## config.mk

```make
export PLATFORM = sky130hd
export DESIGN_NAME = l2_port_arbiter
export DESIGN_NICKNAME = d
export VERILOG_FILES = /design/src/rtl/l2_port_arbiter.sv
export SDC_FILE = /design/constraint.sdc
export NUM_CORES = 1
export LEC_CHECK = 0
export BUFFER_PORTS_ARGS = -buffer_cell sky130_fd_sc_hd__buf_2
export CORE_AREA = 2 2 578 580
export CTS_CLUSTER_SIZE = 14
export DETAILED_ROUTE_END_ITERATION = 8
export DIE_AREA = 0 0 580 582
export PLACE_DENSITY = 0.3
export SLEW_MARGIN = 10
export SYNTH_ARGS = -nofsm -noshare
export SYNTH_HDL_FRONTEND = slang
export SYNTH_SLANG_ARGS = --single-unit
```

## constraint.sdc

```tcl
create_clock -name clk -period 4.5 [get_ports clk]
set_input_delay 1.35 -clock clk [delete_from_list [all_inputs] [get_ports clk]]
set_output_delay 1.35 -clock clk [all_outputs]
set_load 0.02 [all_outputs]
```

## src/rtl/l2_port_arbiter.sv

```systemverilog
`default_nettype none
// ============================================================================
//  Module   : l2_port_arbiter
//  Purpose  : Shares the L2 CPU-side line port between the L1 I-cache and the
//             L1 D-cache. One 256-bit line transaction at a time, round-robin
//             on conflicts, address/write data registered at grant.
//  Options  : ARB_STATS_EN - adds grant and conflict statistics counters.
//  Revision : 1.0 - initial release
// ============================================================================
module l2_port_arbiter #(
  parameter int ADDR_W = 32,
  parameter int LINE_W = 256,
  parameter int CNT_W  = 32
) (
  input  logic              clk,
  input  logic              rst,
  input  logic              i_read,
  input  logic [ADDR_W-1:0] i_addr,
  output logic [LINE_W-1:0] i_rdata,
  output logic              i_resp,
  input  logic              d_read,
  input  logic              d_write,
  input  logic [ADDR_W-1:0] d_addr,
  input  logic [LINE_W-1:0] d_wdata,
  output logic [LINE_W-1:0] d_rdata,
  output logic              d_resp,
  output logic              l2_read,
  output logic              l2_write,
  output logic [ADDR_W-1:0] l2_addr,
  output logic [LINE_W-1:0] l2_wdata,
  input  logic [LINE_W-1:0] l2_rdata,
  input  logic              l2_resp,
  output logic [CNT_W-1:0]  i_grant_cnt,
  output logic [CNT_W-1:0]  d_grant_cnt,
  output logic [CNT_W-1:0]  conflict_cnt
);

  typedef enum logic [1:0] {
    ST_IDLE    = 2'd0,
    ST_SERVE_I = 2'd1,
    ST_SERVE_D = 2'd2,
    ST_DONE    = 2'd3
  } state_t;

  state_t            r_state;
  state_t            w_state_nxt;
  logic              r_last_d;     // 1: most recent grant went to the D-cache
  logic              r_op_write;   // latched operation of the current transaction
  logic [ADDR_W-1:0] r_addr;
  logic [LINE_W-1:0] r_wdata;
  logic [LINE_W-1:0] r_i_rdata;
  logic [LINE_W-1:0] r_d_rdata;
  logic              w_i_req;
  logic              w_d_req;
  logic              w_grant_i;
  logic              w_grant_d;
  logic              w_conflict;

  assign w_i_req    = i_read;
  assign w_d_req    = d_read | d_write;
  assign w_conflict = (r_state == ST_IDLE) && w_i_req && w_d_req;

  // Next-state, grant decision and handshake outputs
  always_comb begin
    w_state_nxt = r_state;
    w_grant_i   = 1'b0;
    w_grant_d   = 1'b0;
    l2_read     = 1'b0;
    l2_write    = 1'b0;
    i_resp      = 1'b0;
    d_resp      = 1'b0;
    case (r_state)
      ST_IDLE: begin
        // On a conflict the side that did not win last time goes first
        if (w_i_req && (!w_d_req || r_last_d)) begin
          w_grant_i   = 1'b1;
          w_state_nxt = ST_SERVE_I;
        end else if (w_d_req) begin
          w_grant_d   = 1'b1;
          w_state_nxt = ST_SERVE_D;
        end
      end
      ST_SERVE_I: begin
        l2_read  = ~r_op_write;
        l2_write = r_op_write;
        if (l2_resp) begin
          i_resp      = 1'b1;
          w_state_nxt = ST_DONE;
        end
      end
      ST_SERVE_D: begin
        l2_read  = ~r_op_write;
        l2_write = r_op_write;
        if (l2_resp) begin
          d_resp      = 1'b1;
          w_state_nxt = ST_DONE;
        end
      end
      ST_DONE: begin
        // Turnaround cycle lets the requester drop its request
        w_state_nxt = ST_IDLE;
      end
      default: begin
        w_state_nxt = ST_IDLE;
      end
    endcase
  end

  // State register and round-robin history
  always_ff @(posedge clk or negedge rst) begin
    if (!rst) begin
      r_state  <= ST_IDLE;
      r_last_d <= 1'b1;
    end else begin
      r_state <= w_state_nxt;
      if (w_grant_i) r_last_d <= 1'b0;
      if (w_grant_d) r_last_d <= 1'b1;
    end
  end

  // Request capture at grant; d_write dominates an illegal read+write request
  always_ff @(posedge clk or negedge rst) begin
    if (!rst) begin
      r_op_write <= 1'b0;
      r_addr     <= '0;
      r_wdata    <= '0;
    end else if (w_grant_i) begin
      r_op_write <= 1'b0;
      r_addr     <= i_addr;
    end else if (w_grant_d) begin
      r_op_write <= d_write;
      r_addr     <= d_addr;
      r_wdata    <= d_wdata;
    end
  end

  // Hold the last returned line per requester between completions
  always_ff @(posedge clk or negedge rst) begin
    if (!rst) begin
      r_i_rdata <= '0;
      r_d_rdata <= '0;
    end else begin
      if (i_resp) r_i_rdata <= l2_rdata;
      if (d_resp) r_d_rdata <= l2_rdata;
    end
  end

  assign l2_addr  = r_addr;
  assign l2_wdata = r_wdata;
  assign i_rdata  = i_resp ? l2_rdata : r_i_rdata;
  assign d_rdata  = d_resp ? l2_rdata : r_d_rdata;

`ifdef ARB_STATS_EN
  logic [CNT_W-1:0] r_i_grant_cnt;
  logic [CNT_W-1:0] r_d_grant_cnt;
  logic [CNT_W-1:0] r_conflict_cnt;
  localparam logic [CNT_W-1:0] c_one = {{(CNT_W-1){1'b0}}, 1'b1};

  // Free-running statistics, wrapping naturally at 2^CNT_W
  always_ff @(posedge clk or negedge rst) begin
    if (!rst) begin
      r_i_grant_cnt  <= '0;
      r_d_grant_cnt  <= '0;
      r_conflict_cnt <= '0;
    end else begin
      if (w_grant_i)  r_i_grant_cnt  <= r_i_grant_cnt + c_one;
      if (w_grant_d)  r_d_grant_cnt  <= r_d_grant_cnt + c_one;
      if (w_conflict) r_conflict_cnt <= r_conflict_cnt + c_one;
    end
  end

  assign i_grant_cnt  = r_i_grant_cnt;
  assign d_grant_cnt  = r_d_grant_cnt;
  assign conflict_cnt = r_conflict_cnt;
`else
  logic w_unused_conflict;
  assign w_unused_conflict = w_conflict;
  assign i_grant_cnt       = '0;
  assign d_grant_cnt       = '0;
  assign conflict_cnt      = '0;
`endif

endmodule
`default_nettype wire

```

## Word level (Yosys, flattened, before mapping)

Cells that the tools add are included.

| word-level totals | value |
|---|---|
| input bits | 582 |
| bits in registers | 804 |
| output and inout port bits | 900 |
| logic and storage cells | 45 |

| cells by class | value |
|---|---|
| eq/ne operators | 5 |
| multiplexer cells | 22 |
| reductions and logical operators | 8 |
| bitwise gates (word level) | 3 |

Operators with widths:

| cell | count |
|---|---|
| 256-bit 2-to-1 mux | 2 |
| 32-bit 2-to-1 mux | 2 |
| 1-bit 2-to-1 mux | 14 |
| 2-bit 2-to-1 mux | 3 |
| 2-bit case mux with 3 select lines | 1 |
| 2-bit equality test, second input constant | 2 |
| 2-bit AND reduction | 2 |
| 3-bit by 2-bit inequality test with 1-bit output, second input constant | 1 |
| 2-bit by 1-bit equality test with 1-bit output, second input constant | 1 |
| 2-bit logical NOT | 1 |
| 2-bit by 1-bit inequality test with 1-bit output, second input constant | 1 |
| 1-bit inverter | 2 |
| 2-bit nonzero test | 1 |
| 2-bit OR reduction | 1 |
| 1-bit logical AND | 1 |
| 1-bit logical NOT | 1 |
| 1-bit logical OR | 1 |
| 1-bit OR | 1 |

## Longest topological paths before layout

Gate-level depths: netlist (run 1).

| logic depth | value |
|---|---|
| depth in word-level cells | 8 |
| depth in mapped cells | 7 |
| depth with buffers taken out | 5 |

## Worst setup path before layout (run 1)

No wires, ideal clock.

| timing path | value |
|---|---|
| path type | input to output |
| start point | input l2_resp |
| end point | output i_rdata[246] |
| required time | 3150 ps |
| buffers on the path | 3 |
| arrival | 2514 ps |
| slack | 636 ps |
| stages | 5 |
| cell sequence | and2_1 clkbuf_1 buf_2 buf_2 mux2_2 |

| on the way | value |
|---|---|
| word-level cells in the longest chain between the ends | 3 |

RTL lines:

| item | RTL line | source |
|---|---|---|
| start: declaration | 32 | `input logic l2_resp,` |
| 1-bit 2-to-1 mux | 86 | `if (l2_resp) begin` |
| 1-bit 2-to-1 mux | 72 | `case (r_state)` |
| net i_resp | 20 | `output logic i_resp,` |
| 256-bit 2-to-1 mux | - |  |
| end: declaration | 19 | `output logic [LINE_W-1:0] i_rdata,` |

The timed path passes the listed nets, and every way through them passes these cells.

## Final worst setup path (run 1)

| timing path | value |
|---|---|
| start point | register r_state[1] |
| end point | output i_rdata[32] |

| on the way | value |
|---|---|
| word-level cells in the longest chain between the ends | 3 |

RTL lines:

| item | RTL line | source |
|---|---|---|
| start: declaration | 45 | `state_t r_state;` |
| start signal: assignment | 115 | `r_state <= w_state_nxt;` |
| 2-bit by 1-bit equality test with 1-bit output | 72 |  |
| 1-bit 2-to-1 mux | 72 |  |
| 256-bit 2-to-1 mux | - |  |

No other way between the ends.

==> flow_summary_export.csv, run 1 <==
group,metric,value,unit
status,outcome,"completed",
synth,synth.avg_cell_area,16.95,µm²
global_routing,grt_overflow,0,
global_routing,grtUsageTotal,0.1177,
detailed_routing,drc_errors,0,
pwr,sw_frac_of_total,0.4360,
synth,synth_most_common_cell,"dfrtp_1",
global_routing,antenna_found_initial,179,
clock_tree,clkTransAtPathRegs,50,ps
critical_path,worstReg2RegEnd,"l2_wdata[150]",
sta,fin_setup_tns,0,ps
clock_tree,cts_resized,0,
flow_run,drv_cap,0,
synth,synth_top_area_share,0.6376,
critical_path,worst-path-max-fanout,35,
pwr,peakVddDrop,0.0003657,V
sta,hold_violations,0,
min_path,holdPathStages,1,
pwr,p_int,23.80,mW
cells_and_area,final_layout_size_suffix_gt1_frac,0.7045,
floorplan,fp-row-count,212,
placed_design,place.gp.congestion,0.8917,
synth,synthTopCellsByCount,"803 x dfrtp_1, 593 x mux2_2, 177 x mux2_4, 96 x buf_4, 59 x buf_2",
pwr,power,42.20,mW
synth,yosys.area_share.simple,0.009051,
clock_tree,clock_latency,820,ps
critical_path,crit_type,"register to output port",
floorplan,io_pins,1482,
synth,yosys_warnings,0,
clock_tree,htree_levels,3,
global_routing,grt_pass1_wl,261.8,mm
critical_path,regToRegStartpoint,"r_state[0]",
sta,rsz0062_at_grt,"no",
min_path,min_to,"r_d_rdata[241]",
synth,synth_seq_cells,804,
pwr,combPwrFrac,0.499,
critical_path,r2r_slack,1980,ps
pwr,p_leak,21.63,nW
clock_tree,post_cts_buffers,0,
sta,finalCriticalPeriod,4195,ps
synth,synth_top_family_by_area,"multiplexers",
synth,yosys-top-cells-area,"dfrtp_1 64%, mux2_2 21%, mux2_4 8.4%",
detailed_routing,dr_total_vias,22414,
detailed_routing,drt_iter0_drc,897,
placed_design,dp_hpwl,174.7,mm
pwr,power_frac_clock,0.208,
min_path,hp-start,"r_d_rdata[241]",
sta,setup_viol,0,
floorplan,core_area,331800,µm²
clock_tree,ctsHoldBuffers,0,
pwr,cellPowerDensity,884.0,nW/µm²
critical_path,endpoint_kind,"output port",
critical_path,r2r_cells,5,
critical_path,critPathArrivalTime,2840,ps
synth,async_flop_share,1.000,
synth,synth_edf_count,0,
critical_path,critPathLaunchType,"register",
synth,synthMuxAreaShare,0.2962,
floorplan,die_w,580,µm
detailed_routing,antenna_left,0,
clock_tree,cts_buffers,111,
sta,max_slew.worst_pin.slew,908.2,ps
clock_tree,clockBufferDepth,4,
synth,ys_seq_area_frac,0.6384,
synth,yosys_most_used_dff,"dfrtp_1",
global_routing,grt_pass1_vias,23749,
floorplan,initial_core_util,0.09498,
floorplan,die-area,337600,µm²
floorplan,die_y,582,µm
sta,fmax,0.2384,GHz
detailed_routing,wl_per_cell,26.14,µm
sta,maxSlewViolCount,0,
critical_path,cp.required,3150,ps
min_path,hp-class,"register to register",
synth,syn-cell-area,31520,µm²
cells_and_area,syn_to_final_growth,51.46,%
pwr,power_switching,18.40,mW
global_routing,grt_max_degree,72,
clock_tree,cts_root_buf,"clkbuf_16",
cells_and_area,fin_nets,3927,
synth,synth_cell_types,25,
sta,fin_hold_ws,489.9,ps
pwr,p_seq_frac,0.293,
clock_tree,tritoncts,"built",
detailed_routing,dr.pass1.iters,4,
synth,synth_compound_area_frac,0.01171,
detailed_routing,wl,205.3,mm
synth,yosysTopAreaCell,"dfrtp_1",
sta,finalCritPeriodShare,0.9321,
synth,synthAdderAreaFrac,0.001588,
clock_tree,cts_sinks,804,
placed_design,io_buffers,1385,
cells_and_area,n_fill_cell,37298,
synth,synthCells,1860,
synth,synthXorXnorAreaFrac,0,
detailed_routing,viasPerCell,2.853,
sta,fin_skew,33.73,ps
sta,max_slew_margin,0.3946,
metal layers:
layer	up-vias	track usage	wire length, µm
met4	156	0.02489	5081
met1	11142	0.1255	75120
li1	9431	-	-
met5	-	0	1019
met3	440	0.08277	31650
met2	1245	0.1888	92480
through the flow:
step | worst slack (ps) | cells | util | instance area [µm²]
2_1_floorplan | 636.4 | 1955 | - | 31870
3_3_place_gp | 256.4 | 7615 | 0.1328 | 44070
3_5_place_dp | 255.3 | 7615 | 0.1328 | 44070
4_1_cts | 115.4 | 7802 | 0.1435 | 47600
5_1_grt | 101.5 | 7808 | 0.1435 | 47620
6_report | 305.5 | 7855 | 0.1439 | 47740
worst max-delay path, stage by stage, from the launching register on:
cell and delay (ps):
dfrtp_1 400, inv_1 100, ha_1 170, and2_4 280, buf_12 270, buf_4 260
mux2_2 370, buf_2 160
state kept, by name (all words and copies together) (netlist names):
name	cells
l2_wdata	256
r_d_rdata	256
r_i_rdata	256
l2_addr	32
r_state	2
r_last_d	1
r_op_write	1
power by group through the flow:
stage                     sequential, mW  combinational, mW  clock, mW
after global placement              12.4               21.8          0
after floorplan                     13.7               10.7          0
final                               12.4               21.1       8.79
after CTS                           12.4               21.8       9.28
after detailed placement            12.5               21.7          0
after global routing                12.8               22.3       9.50
cells in the final DEF, fill, tap and decap left out, drive strengths merged:
cell	count
nor2b	4
o31ai	1
ha	4
and2	34
bufinv	4
nand2	3
diode	53
clkbuf	155
conb	96
mux2	770
a311oi	1
a21oi	3
clkinv	19
and3	1
buf	1464
dfstp	1
clkinvlp	3
nor2	1
or2	1
inv	10
and4b	1
a21o	1
dfrtp	803
a221o	32
nor3	2
a311o	1
worst max-delay path by stage:
stage / startpoint / end / slack (ps)
finish: r_state[1] / i_rdata[32] / 310
global route: r_state[1] / i_rdata[32] / 100
CTS: r_state[1] / i_rdata[32] / 120
detailed placement: l2_resp / i_rdata[32] / 260
global placement: l2_resp / i_rdata[32] / 260
floorplan: l2_resp / i_rdata[246] / 640
cells by family after synthesis:
kind of cell | after synthesis
flip-flops | 804
multiplexers | 770
buffers and inverters | 195
AND/OR/NAND/NOR | 47
AO/OA/AOI/OAI | 39
adder cells (fa/ha/maj) | 4
other | 1
layout make-up:
cell class	instances	area, µm²	area share
well taps	4387	5489	0.1150
clock inverters	32	345.3	0.007234
multi-input cells	956	10440	0.2187
flip-flops and latches	804	20120	0.4215
repair buffers	1464	8010	0.1678
inverters	4	15.01	0.0003145
diodes	53	132.6	0.002778
clock buffers	155	3184	0.06671
Power figures use the tool's default switching activity.
==> run 2, diff against run 1 <==
Settings changed: CORE_AREA 2 2 578 580 to 2 2 574 576, DIE_AREA 0 0 580 582 to 0 0 576 578.
==> run 2 against run 1 <==
Cell count shrank 0.41%; non-clock buffer count grew 9; critical endpoint is now i_rdata[5]; highest routed layer unchanged; design area grew 0.20%; register-to-register slack lost 210 ps; via count grew 0.30%.
==> flow_summary_export.csv, run 2 (synthesized netlist as in run 1, its figures left out) <==
group,metric,value,unit
detailed_routing,dr_total_vias,22481,
critical_path,r2r_cells,5,
sta,finalCriticalPeriod,4292,ps
global_routing,grt_pass1_vias,23706,
cells_and_area,fin_nets,3937,
critical_path,worstReg2RegEnd,"l2_wdata[147]",
floorplan,io_pins,1482,
sta,fin_setup_tns,0,ps
flow_run,drv_cap,0,
cells_and_area,final_area,47830,µm²
sta,setup_viol,0,
critical_path,endpoint_kind,"output port",
sta,max_slew.worst_pin.slew,936.0,ps
global_routing,grt_overflow,0,
clock_tree,clockBufferDepth,4,
global_routing,grt_max_degree,90,
sta,rsz0062_at_grt,"no",
clock_tree,cts_root_buf,"clkbuf_16",
sta,fmax,0.2330,GHz
cells_and_area,n_fill_cell,36663,
critical_path,r2r_slack,1770,ps
min_path,hp-start,"r_d_rdata[222]",
sta,max_slew_margin,0.3760,
placed_design,place.gp.congestion,0.9050,
critical_path,worst-path-max-fanout,41,
sta,fin_hold_ws,487.1,ps
min_path,hp-class,"register to register",
clock_tree,ctsHoldBuffers,0,
clock_tree,clkTransAtPathRegs,60,ps
global_routing,grtUsageTotal,0.1194,
critical_path,regToRegStartpoint,"r_state[0]",
pwr,cellPowerDensity,894.1,nW/µm²
detailed_routing,drc_errors,0,
floorplan,die_y,578,µm
clock_tree,tritoncts,"built",
floorplan,initial_core_util,0.09658,
detailed_routing,drt_iter0_drc,821,
sta,finalCritPeriodShare,0.9538,
global_routing,grt_pass1_wl,261.3,mm
detailed_routing,dr.pass1.iters,4,
cells_and_area,syn_to_final_growth,51.76,%
cells_and_area,final_common_cell,"buf_2",
detailed_routing,wl,205.9,mm
detailed_routing,antenna_left,0,
floorplan,fp-row-count,210,
critical_path,critPathLaunchType,"register",
detailed_routing,wl_per_cell,26.32,µm
floorplan,core_area,326300,µm²
critical_path,crit_type,"register to output port",
min_path,holdPathStages,1,
floorplan,die-area,332900,µm²
min_path,min_to,"r_d_rdata[222]",
global_routing,antenna_found_initial,166,
critical_path,cp.required,3150,ps
placed_design,dpl-instance-area,44080,µm²
clock_tree,htree_levels,3,
sta,hold_violations,0,
critical_path,slowest_delay,400,ps
cells_and_area,final_cell_mix,"1,378 x buf_2, 803 x dfrtp_1, 593 x mux2_2",
detailed_routing,viasPerCell,2.874,
critical_path,critPathArrivalTime,2940,ps
placed_design,dp_hpwl,173.6,mm
critical_path,worstPathCellList,"inv_1 -> ha_2 -> and2_4 -> buf_4 -> buf_16 -> mux2_2 -> buf_2",
critical_path,crit_slowest_cell,"mux2_2",
sta,maxSlewViolCount,0,
sta,fin_skew,66.04,ps
placed_design,io_buffers,1385,
cells_and_area,final_layout_size_suffix_gt1_frac,0.7020,
pwr,peakVddDrop,0.0004105,V
clock_tree,cts_buffers,112,
clock_tree,clock_latency,840,ps
clock_tree,cts_sinks,804,
status,outcome,"completed",
pwr,p_leak,21.70,nW
floorplan,die_w,576,µm
## run 2: cell type report
cell class | instances | area [µm²] | area share
Sequential cell | 804 | 20120 | 0.4206
Multi-Input combinational cell | 956 | 10440 | 0.2183
Timing Repair Buffer | 1473 | 8145 | 0.1703
Tap cell | 4346 | 5438 | 0.1137
Clock buffer | 167 | 3209 | 0.06710
Clock inverter | 25 | 341.6 | 0.007141
Antenna cell | 48 | 120.1 | 0.002511
Inverter | 4 | 15.01 | 0.0003139
## run 2: how the worst max path moves through the flow
stage,endpoint,startpoint,slack (ps),cells past startpoint
final,i_rdata[5],r_state[1],210,7
after global routing,i_rdata[9],r_state[1],20,7
after CTS,i_rdata[87],r_state[1],10,8
after detailed placement,i_rdata[191],l2_resp,150,6
after global placement,i_rdata[172],l2_resp,180,6
after floorplan,i_rdata[246],l2_resp,640,5
## run 2: timing repair
action                     CTS  global route
buffers inserted             4             0
setup endpoints to repair   19            18
cloned                       1             0
pin swaps                    1             1
resized for setup            1             2
## run 2: per-layer routing
| metal | vias up | part of all wire | track usage |
|---|---|---|---|
| met3 | 382 | 0.15 | 0.08126 |
| met1 | 11272 | 0.37 | 0.1305 |
| met5 | - | 0.0047 | 0 |
| met4 | 144 | 0.024 | 0.02698 |
| li1 | 9455 | - | - |
| met2 | 1228 | 0.45 | 0.1893 |
## run 2: through the flow
stage	util	cells	setup WS (ps)	power, mW
after floorplan	-	1955	636.4	24.33
after global placement	0.1351	7579	184.6	34.63
after detailed placement	0.1351	7579	153.7	34.64
after CTS	0.1462	7776	9.556	44.03
after global routing	0.1463	7786	17.25	45.24
final	0.1466	7823	207.8	42.77
## run 2: critical path: cells and delay by family, from the launching register on
kind,cells,cell delay [ps]
mux,1,400
buf+inv,4,680
fa+ha+maj,1,200
flops,1,390
simple gates,1,250
## run 2: where the power goes
part	switching, mW	leakage [nW]	total [mW]	internal [mW]
clock	3.67	1.74	8.90	5.24
sequential	1.42	9.53	12.3	10.9
combinational	13.7	10.4	21.5	7.81
